File: src/rtl/load_store_unit.sv
// Memory-access stage: turns MEM-stage load/store requests into data-memory port traffic and extends returned load data.
// Optional macro LSU_MISALIGN_TRAP_EN: when defined, misaligned halfword/word accesses raise access_fault.
module load_store_unit #(
  parameter int ADDR_WIDTH = 32,
  parameter int DATA_WIDTH = 32
) (
  input  logic                  clk,
  input  logic                  rst,
  input  logic                  req_valid,
  input  logic                  req_is_load,
  input  logic                  req_is_store,
  input  logic [2:0]            req_funct3,
  input  logic [ADDR_WIDTH-1:0] req_addr,
  input  logic [DATA_WIDTH-1:0] req_store_data,
  output logic                  stall,
  output logic                  load_data_valid,
  output logic [DATA_WIDTH-1:0] load_data,
  output logic                  access_fault,
  output logic [ADDR_WIDTH-1:0] mem_address,
  output logic [DATA_WIDTH-1:0] mem_write_data,
  output logic                  mem_write_enable,
  output logic [3:0]            mem_write_mask,
  output logic                  mem_read_enable,
  input  logic                  mem_read_valid,
  input  logic [DATA_WIDTH-1:0] mem_read_data
);

  typedef enum logic [1:0] {IDLE, RD_WAIT, RD_CAPT, RD_DONE} state_e;

  localparam logic [2:0] F3_B  = 3'b000;
  localparam logic [2:0] F3_H  = 3'b001;
  localparam logic [2:0] F3_W  = 3'b010;
  localparam logic [2:0] F3_BU = 3'b100;
  localparam logic [2:0] F3_HU = 3'b101;

  state_e                state_q, state_d;
  logic [ADDR_WIDTH-1:0] addr_q;
  logic [2:0]            funct3_q;
  logic [DATA_WIDTH-1:0] load_data_q, load_data_d;
  logic                  load_data_valid_q;
  logic                  access_fault_q;

  logic in_idle, req_load, req_store, ld_f3_ok, st_f3_ok, misaligned;
  logic load_ok, store_ok, illegal;

  // Holding in_idle low during reset keeps every memory strobe at zero while rst is high.
  assign in_idle   = (state_q == IDLE) && !rst;
  assign req_load  = in_idle && req_valid && req_is_load && !req_is_store;
  assign req_store = in_idle && req_valid && req_is_store && !req_is_load;

  always_comb begin
    ld_f3_ok = 1'b0;
    st_f3_ok = 1'b0;
    case (req_funct3)
      F3_B, F3_H, F3_W: begin
        ld_f3_ok = 1'b1;
        st_f3_ok = 1'b1;
      end
      F3_BU, F3_HU: ld_f3_ok = 1'b1;
      default: ;
    endcase
  end

`ifdef LSU_MISALIGN_TRAP_EN
  assign misaligned = ((req_funct3[1:0] == 2'b01) && req_addr[0]) ||
                      ((req_funct3[1:0] == 2'b10) && (req_addr[1:0] != 2'b00));
`else
  assign misaligned = 1'b0;
`endif

  assign load_ok  = req_load && ld_f3_ok && !misaligned;
  assign store_ok = req_store && st_f3_ok && !misaligned;
  assign illegal  = in_idle && req_valid &&
                    ((req_is_load && req_is_store) || (req_load && !load_ok) || (req_store && !store_ok));

  // NOTE: sequential state uses non-blocking (<=) so every register samples pre-edge values.
  always_ff @(posedge clk or posedge rst) begin
    if (rst) state_q <= IDLE;
    else     state_q <= state_d;
  end

  always_comb begin
    state_d = state_q;
    case (state_q)
      IDLE:    if (load_ok) state_d = RD_WAIT;
      RD_WAIT: if (mem_read_valid) state_d = RD_CAPT;
      RD_CAPT: state_d = RD_DONE;
      RD_DONE: state_d = IDLE;
      default: state_d = IDLE;
    endcase
  end

  always_comb begin
    // NOTE: every output gets a default first, so no path through the case infers a latch.
    stall            = 1'b0;
    mem_address      = '0;
    mem_write_data   = '0;
    mem_write_enable = 1'b0;
    mem_write_mask   = 4'b0000;
    mem_read_enable  = 1'b0;
    case (state_q)
      IDLE: begin
        if (store_ok) begin
          mem_address      = req_addr;
          mem_write_data   = req_store_data;
          mem_write_enable = 1'b1;
          case (req_funct3[1:0])
            2'b00:   mem_write_mask = 4'b0001;
            2'b01:   mem_write_mask = 4'b0011;
            default: mem_write_mask = 4'b1111;
          endcase
        end
        stall = load_ok;
      end
      RD_WAIT: begin
        mem_address     = addr_q;
        mem_read_enable = !mem_read_valid;
        stall           = 1'b1;
      end
      RD_CAPT: begin
        mem_address = addr_q;
        stall       = 1'b1;
      end
      default: ;
    endcase
  end

  always_comb begin
    case (funct3_q)
      F3_B:    load_data_d = {{24{mem_read_data[7]}}, mem_read_data[7:0]};
      F3_H:    load_data_d = {{16{mem_read_data[15]}}, mem_read_data[15:0]};
      F3_BU:   load_data_d = {24'b0, mem_read_data[7:0]};
      F3_HU:   load_data_d = {16'b0, mem_read_data[15:0]};
      default: load_data_d = mem_read_data;
    endcase
  end

  always_ff @(posedge clk or posedge rst) begin
    if (rst) begin
      addr_q            <= '0;
      funct3_q          <= '0;
      load_data_q       <= '0;
      load_data_valid_q <= 1'b0;
      access_fault_q    <= 1'b0;
    end else begin
      if (load_ok) begin
        addr_q   <= req_addr;
        funct3_q <= req_funct3;
      end
      if (state_q == RD_CAPT) load_data_q <= load_data_d;
      load_data_valid_q <= (state_q == RD_CAPT);
      access_fault_q    <= illegal;
    end
  end

  assign load_data       = load_data_q;
  assign load_data_valid = load_data_valid_q;
  assign access_fault    = access_fault_q;

endmodule

File: config.mk
export PLATFORM = sky130hd
export DESIGN_NAME = load_store_unit
export DESIGN_NICKNAME = d
export VERILOG_FILES = /design/src/rtl/load_store_unit.sv
export SDC_FILE = /design/constraint.sdc
export NUM_CORES = 1
export LEC_CHECK = 0
export CAP_MARGIN = 20
export CORE_AREA = 3 3 103 105
export CTS_CLUSTER_SIZE = 12
export DETAILED_ROUTE_END_ITERATION = 10
export DIE_AREA = 0 0 106 108
export PLACE_DENSITY = 0.84
export SYNTH_ARGS = -nofsm -noshare
export SYNTH_HDL_FRONTEND = slang
export SYNTH_SLANG_ARGS = --single-unit
File: constraint.sdc
create_clock -name clk -period 2.75 [get_ports clk]
set_input_delay 0.55 -clock clk [delete_from_list [all_inputs] [get_ports clk]]
set_output_delay 0.55 -clock clk [all_outputs]
set_load 0.05 [all_outputs]
# == Word level (Yosys, flattened, before mapping) ==
# Index checks and enable logic that the tools add are counted.
# Widths: inputs -> output; s select.
# op_classes
n_eq_ne,13
reduce_logical,28
muxes,17
# ops
cell,n
$pmux 32 s4,1
$mux 32,3
$pmux 32 s2,1
$eq 3x3->1 const B,4
$logic_and 1x1->1,12
$mux 4,2
$pmux 2 s4,1
$pmux 4 s2,1
$eq 3x1->1 const B,2
$logic_not 1->1,6
$logic_not 3->1,2
$mux 1,5
$reduce_or 5->1,1
$eq 2x1->1 const B,2
$eq 2x2->1 const B,2
$logic_not 2->1,2
$mux 2,2
$ne 2x2->1 const B,2
$eq 3x2->1 const B,1
$reduce_or 3->1,1
$logic_or 1x1->1,2
$pmux 1 s2,1
$reduce_and 2->1,1
$reduce_or 2->1,1
# totals
reg_bits,71
wordCells,64
in_bits,105

# == Logic depth before layout (Yosys ltp) ==
# logic_depth
depth_word,11
ltp_mapped,8
mapped_depth_nobuf,6

# == Least setup slack after synthesis ==
# Ideal clock, no wire load.
# synth_timing
kind,register to output
startpoint,reg state_q[0]
endpoint,out stall
slack_ps,-193
arrival_time_ps,2393
required_time_ps,2200
n_path_buf,2
path_stages_with_launch,8
cell_sequence,dfrtp_1 inv_1 ha_1 nand3b_1 or4b_4 buf_6 buf_6 a21oi_1
# synth_via
elab_chain_len,7
elab_cells_between_ends,10
cone_classes,eq/ne: 2; mux: 1; reduce/logical: 7
# synth_lines
element,line_no,text
start: declaration,36,"state_e state_q, state_d;"
start signal: assignment,79,else state_q <= state_d;
$logic_not 2->1,"47, 101",
$logic_and 1x1->1,47,assign in_idle = (state_q == IDLE) && !rst;
$logic_and 1x1->1 (3 in series),48,assign req_load = in_idle && req_valid && req_is_load && !req_is_store;
$logic_and 1x1->1,71,assign load_ok = req_load && ld_f3_ok && !misaligned;
$pmux 1 s2 *,101,case (state_q)
end: declaration,15,"output logic stall,"
# Mark *: on every way between the ends. The rest lies on a longest branch, timed or not.

# == Worst setup path in the final report ==
# layout_timing
startpoint,reg state_q[1]
endpoint,out stall
# The elaborated chain is that of the path after synthesis.

==> metrics.cfg <==
[yosys]
synth_seq_cells = 71
yosysTopAreaCell = dfrtp_1
yosysSeqAreaShare_pct = 48.7
synth_ff_type = dfrtp_1
yosys_warnings = 0
syn_area_per_cell_sq_um = 10.4
synth_cell_types = 31
yosys-top-cells-area = dfrtp_1, mux2_4, a22oi_1, nor2_1, and2_1
synthCells = 350
synthesis.area_sq_um = 3650
synth_edf_count = 0
yosysTopAreaCellShare_pct = 48.7
async_reset_ff_share_pct = 100
syn_nets = 460

[global_route]
first_global_vias = 3847
grt_pass1_wl_mm = 20.0
antenna_found_initial = 0
track_usage_pct = 22.4
grt_overflow = 0
grt_max_degree = 72

[setup_path]
crit_chain = inv_2 -> ha_4 -> nand3b_1 -> buf_4 -> or4b_4 -> a21oi_4 -> buf_12
cp_max_fo = 3
rrSetupSlack_ns = 0.29
rr_startpoint = state_q[1]$_DFFE_PP0P_
worstPathBufferInverterCount = 3
r2r_cells = 8
slowest_stage = or4b_4
crit_path_start = state_q[1]$_DFFE_PP0P_
worstPathRequired_ns = 2.20
rr_endpoint = state_q[0]$_DFFE_PP0P_
start_kind = register
critPathKind = reg -> out
arrival_ns = 2.15
crit_path_end_kind = output port
cpPeakStageDelay_ns = 0.50
critPathTopFamily = simple AND/OR/NAND/NOR gates

[timing]
rsz0062_at_grt = yes
slew_headroom_pct = 59.3
setup_viol_count_final = 0
hold_viol = 0
worst_pin_slew_ns = 0.611
fmax_mhz = 370
slew_viol_final = 0
fin_crit_sh_pct = 98.3
period_needed_ns = 2.70
skew_ns = 0.00997
tns_ns = 0

[cells_and_area]
final_cells = 707
register_area_sq_um = 1780
num-fill-cells = 675
fin_area_sq_um = 7160
multi_input_area_sq_um = 1890
diodes = 0
areaGrowthSynthToFinish_pct = 96.0
drive_gt1_share_pct = 39.4
nNetsFinal = 679

[pwr]
leakage_nw = 3.10
total_power_w = 0.00782
p_per_area_nw_per_um2 = 1090
ir_worst_vdd_uv = 791

[placement]
dp_hpwl_mm = 9.07
finalWeightedCongestion = 0.758
place_inst = 681
port_buffers = 209
dpl_cell_area_sq_um = 6700

[cts]
cts_root_buf = clkbuf_8
cts_tree = yes
cts_buffers = 9
cts_sinks = 71
htreeDepth = 3
clock_latency_ns = 0.34
path_clk_slew_ns = 0.08
clk_path_buf_depth = 2

[flow_run]
max_cap_violations = 0

[floorplan]
die_y_um = 108
die_w_um = 106
start_util_pct = 37.5
die_area_sq_um = 11400
rows = 36
core_area_sq_um = 9730
ios = 210

[route]
wl_per_cell_um = 17.8
drt-pass1-iter-count = 4
drtIter0Drc = 168
routed_wirelength_mm = 12.6
vias = 3546
viasPerCell = 5.02
drt_drc_violations_left = 0
antenna_left = 0

[hold_path]
min_path_type = reg -> reg
min_to = load_data[4]$_DFFE_PP0P_
worstHoldStart = load_data[4]$_DFFE_PP0P_
hold_depth = 1

[status]
status = finished, final reports clean

==> through the flow <==
stage	setup WS [ns]	utilization [%]	hold slack [ns]
final	0.0455	73.6	0.515
after global routing	-0.0651	73.6	0.526
after CTS	-0.0144	72.9	0.519
after detailed placement	-0.103	68.9	0.498
after global placement	-0.0724	68.9	0.488
after floorplan	-0.172	-	0.480
==> routing by layer <==
metal | routed length, um | global-route usage, % | up-vias
met5 | 0 | 0 | -
met1 | 4590 | 25.4 | 1698
met2 | 6430 | 37.9 | 181
met3 | 1080 | 7.40 | 31
met4 | 453 | 11.5 | 0
li1 | - | - | 1636
==> report_power, final <==
group	switching [W]	total (W)	leakage [nW]	internal (W)
sequential	0.000292	0.00181	0.877	0.00152
combinational	0.00301	0.00515	2.12	0.00214
clock	0.000396	0.000863	0.105	0.000467
total	0.00370	0.00782	3.10	0.00413
==> area by class of cell <==
cell class                 count  area share (%)
tap                          133            2.33
multi-input combinational    243            26.4
clock buffer                  11            2.12
sequential                    71            24.8
inverter                       5           0.262
clock inverter                 5           0.787
timing repair buffer         239            43.3
==> repair_timing <==
| item | CTS | global route |
|---|---|---|
| resized for setup | 41 | 7 |
| hold buffers | 0 | 0 |
| buffers inserted | 3 | 5 |
| pin swaps | 8 | 6 |
| gates cloned | 2 | 0 |
| endpoints found under the setup margin | 64 | 69 |
| endpoints found under the hold margin | 0 | 0 |
==> cell usage after synthesis (3+ instances only) <==
cell	instances
clkbuf_1	21
a21oi_1	20
nor3_1	3
o21ai_0	9
nor2_1	60
a31oi_1	8
buf_2	3
mux2_2	13
nand2_1	18
mux2i_1	3
and2_1	32
inv_1	5
a22oi_1	32
ha_1	5
buf_6	4
mux2_4	28
dfrtp_1	71
==> sequential cells by signal (all words and copies together), names as in the netlist <==
register and flops:
addr_q 32, load_data_valid 1, access_fault 1, state_q 2, funct3_q 3, load_data 32
==> cells by family after synthesis <==
group | after synthesis | synth area share (%)
adders and majority gates | 5 | 1.71
buffers and inverters | 36 | 4.83
and+or+nand+nor | 120 | 15.4
xor gates and xnor gates | 1 | 0.240
muxes | 44 | 16.3
DFF | 71 | 48.7
AOI/OAI and AO/OA | 73 | 12.8
==> worst max path at each step <==
stage / slack (ns) / end / cells past startpoint
floorplan: -0.17 / mem_write_mask[1] / 4
global placement: -0.07 / mem_write_data[22] / 7
detailed placement: -0.10 / mem_write_data[11] / 7
CTS: -0.01 / stall / 7
global route: -0.07 / stall / 7
finish: 0.05 / stall / 7
==> cells in the final DEF (no fill, tap or decap), types with 2 or more instances in the layout <==
| cell | instances |
|---|---|
| a21oi_1 | 19 |
| a22oi_1 | 32 |
| a31oi_1 | 8 |
| and2_1 | 5 |
| and2_4 | 27 |
| buf_12 | 73 |
| buf_16 | 2 |
| buf_4 | 24 |
| clkbuf_8 | 11 |
| clkdlybuf4s50_1 | 134 |
| clkinv_2 | 2 |
| dfrtp_1 | 71 |
| dlygate4sd2_1 | 4 |
| ha_1 | 3 |
| inv_1 | 2 |
| inv_2 | 3 |
| mux2_2 | 13 |
| mux2_4 | 28 |
| mux2i_1 | 3 |
| nand2_1 | 18 |
| nor2_1 | 29 |
| nor2_2 | 31 |
| nor3_1 | 2 |
| o21ai_0 | 9 |
Power figures use the tool's default switching activity.
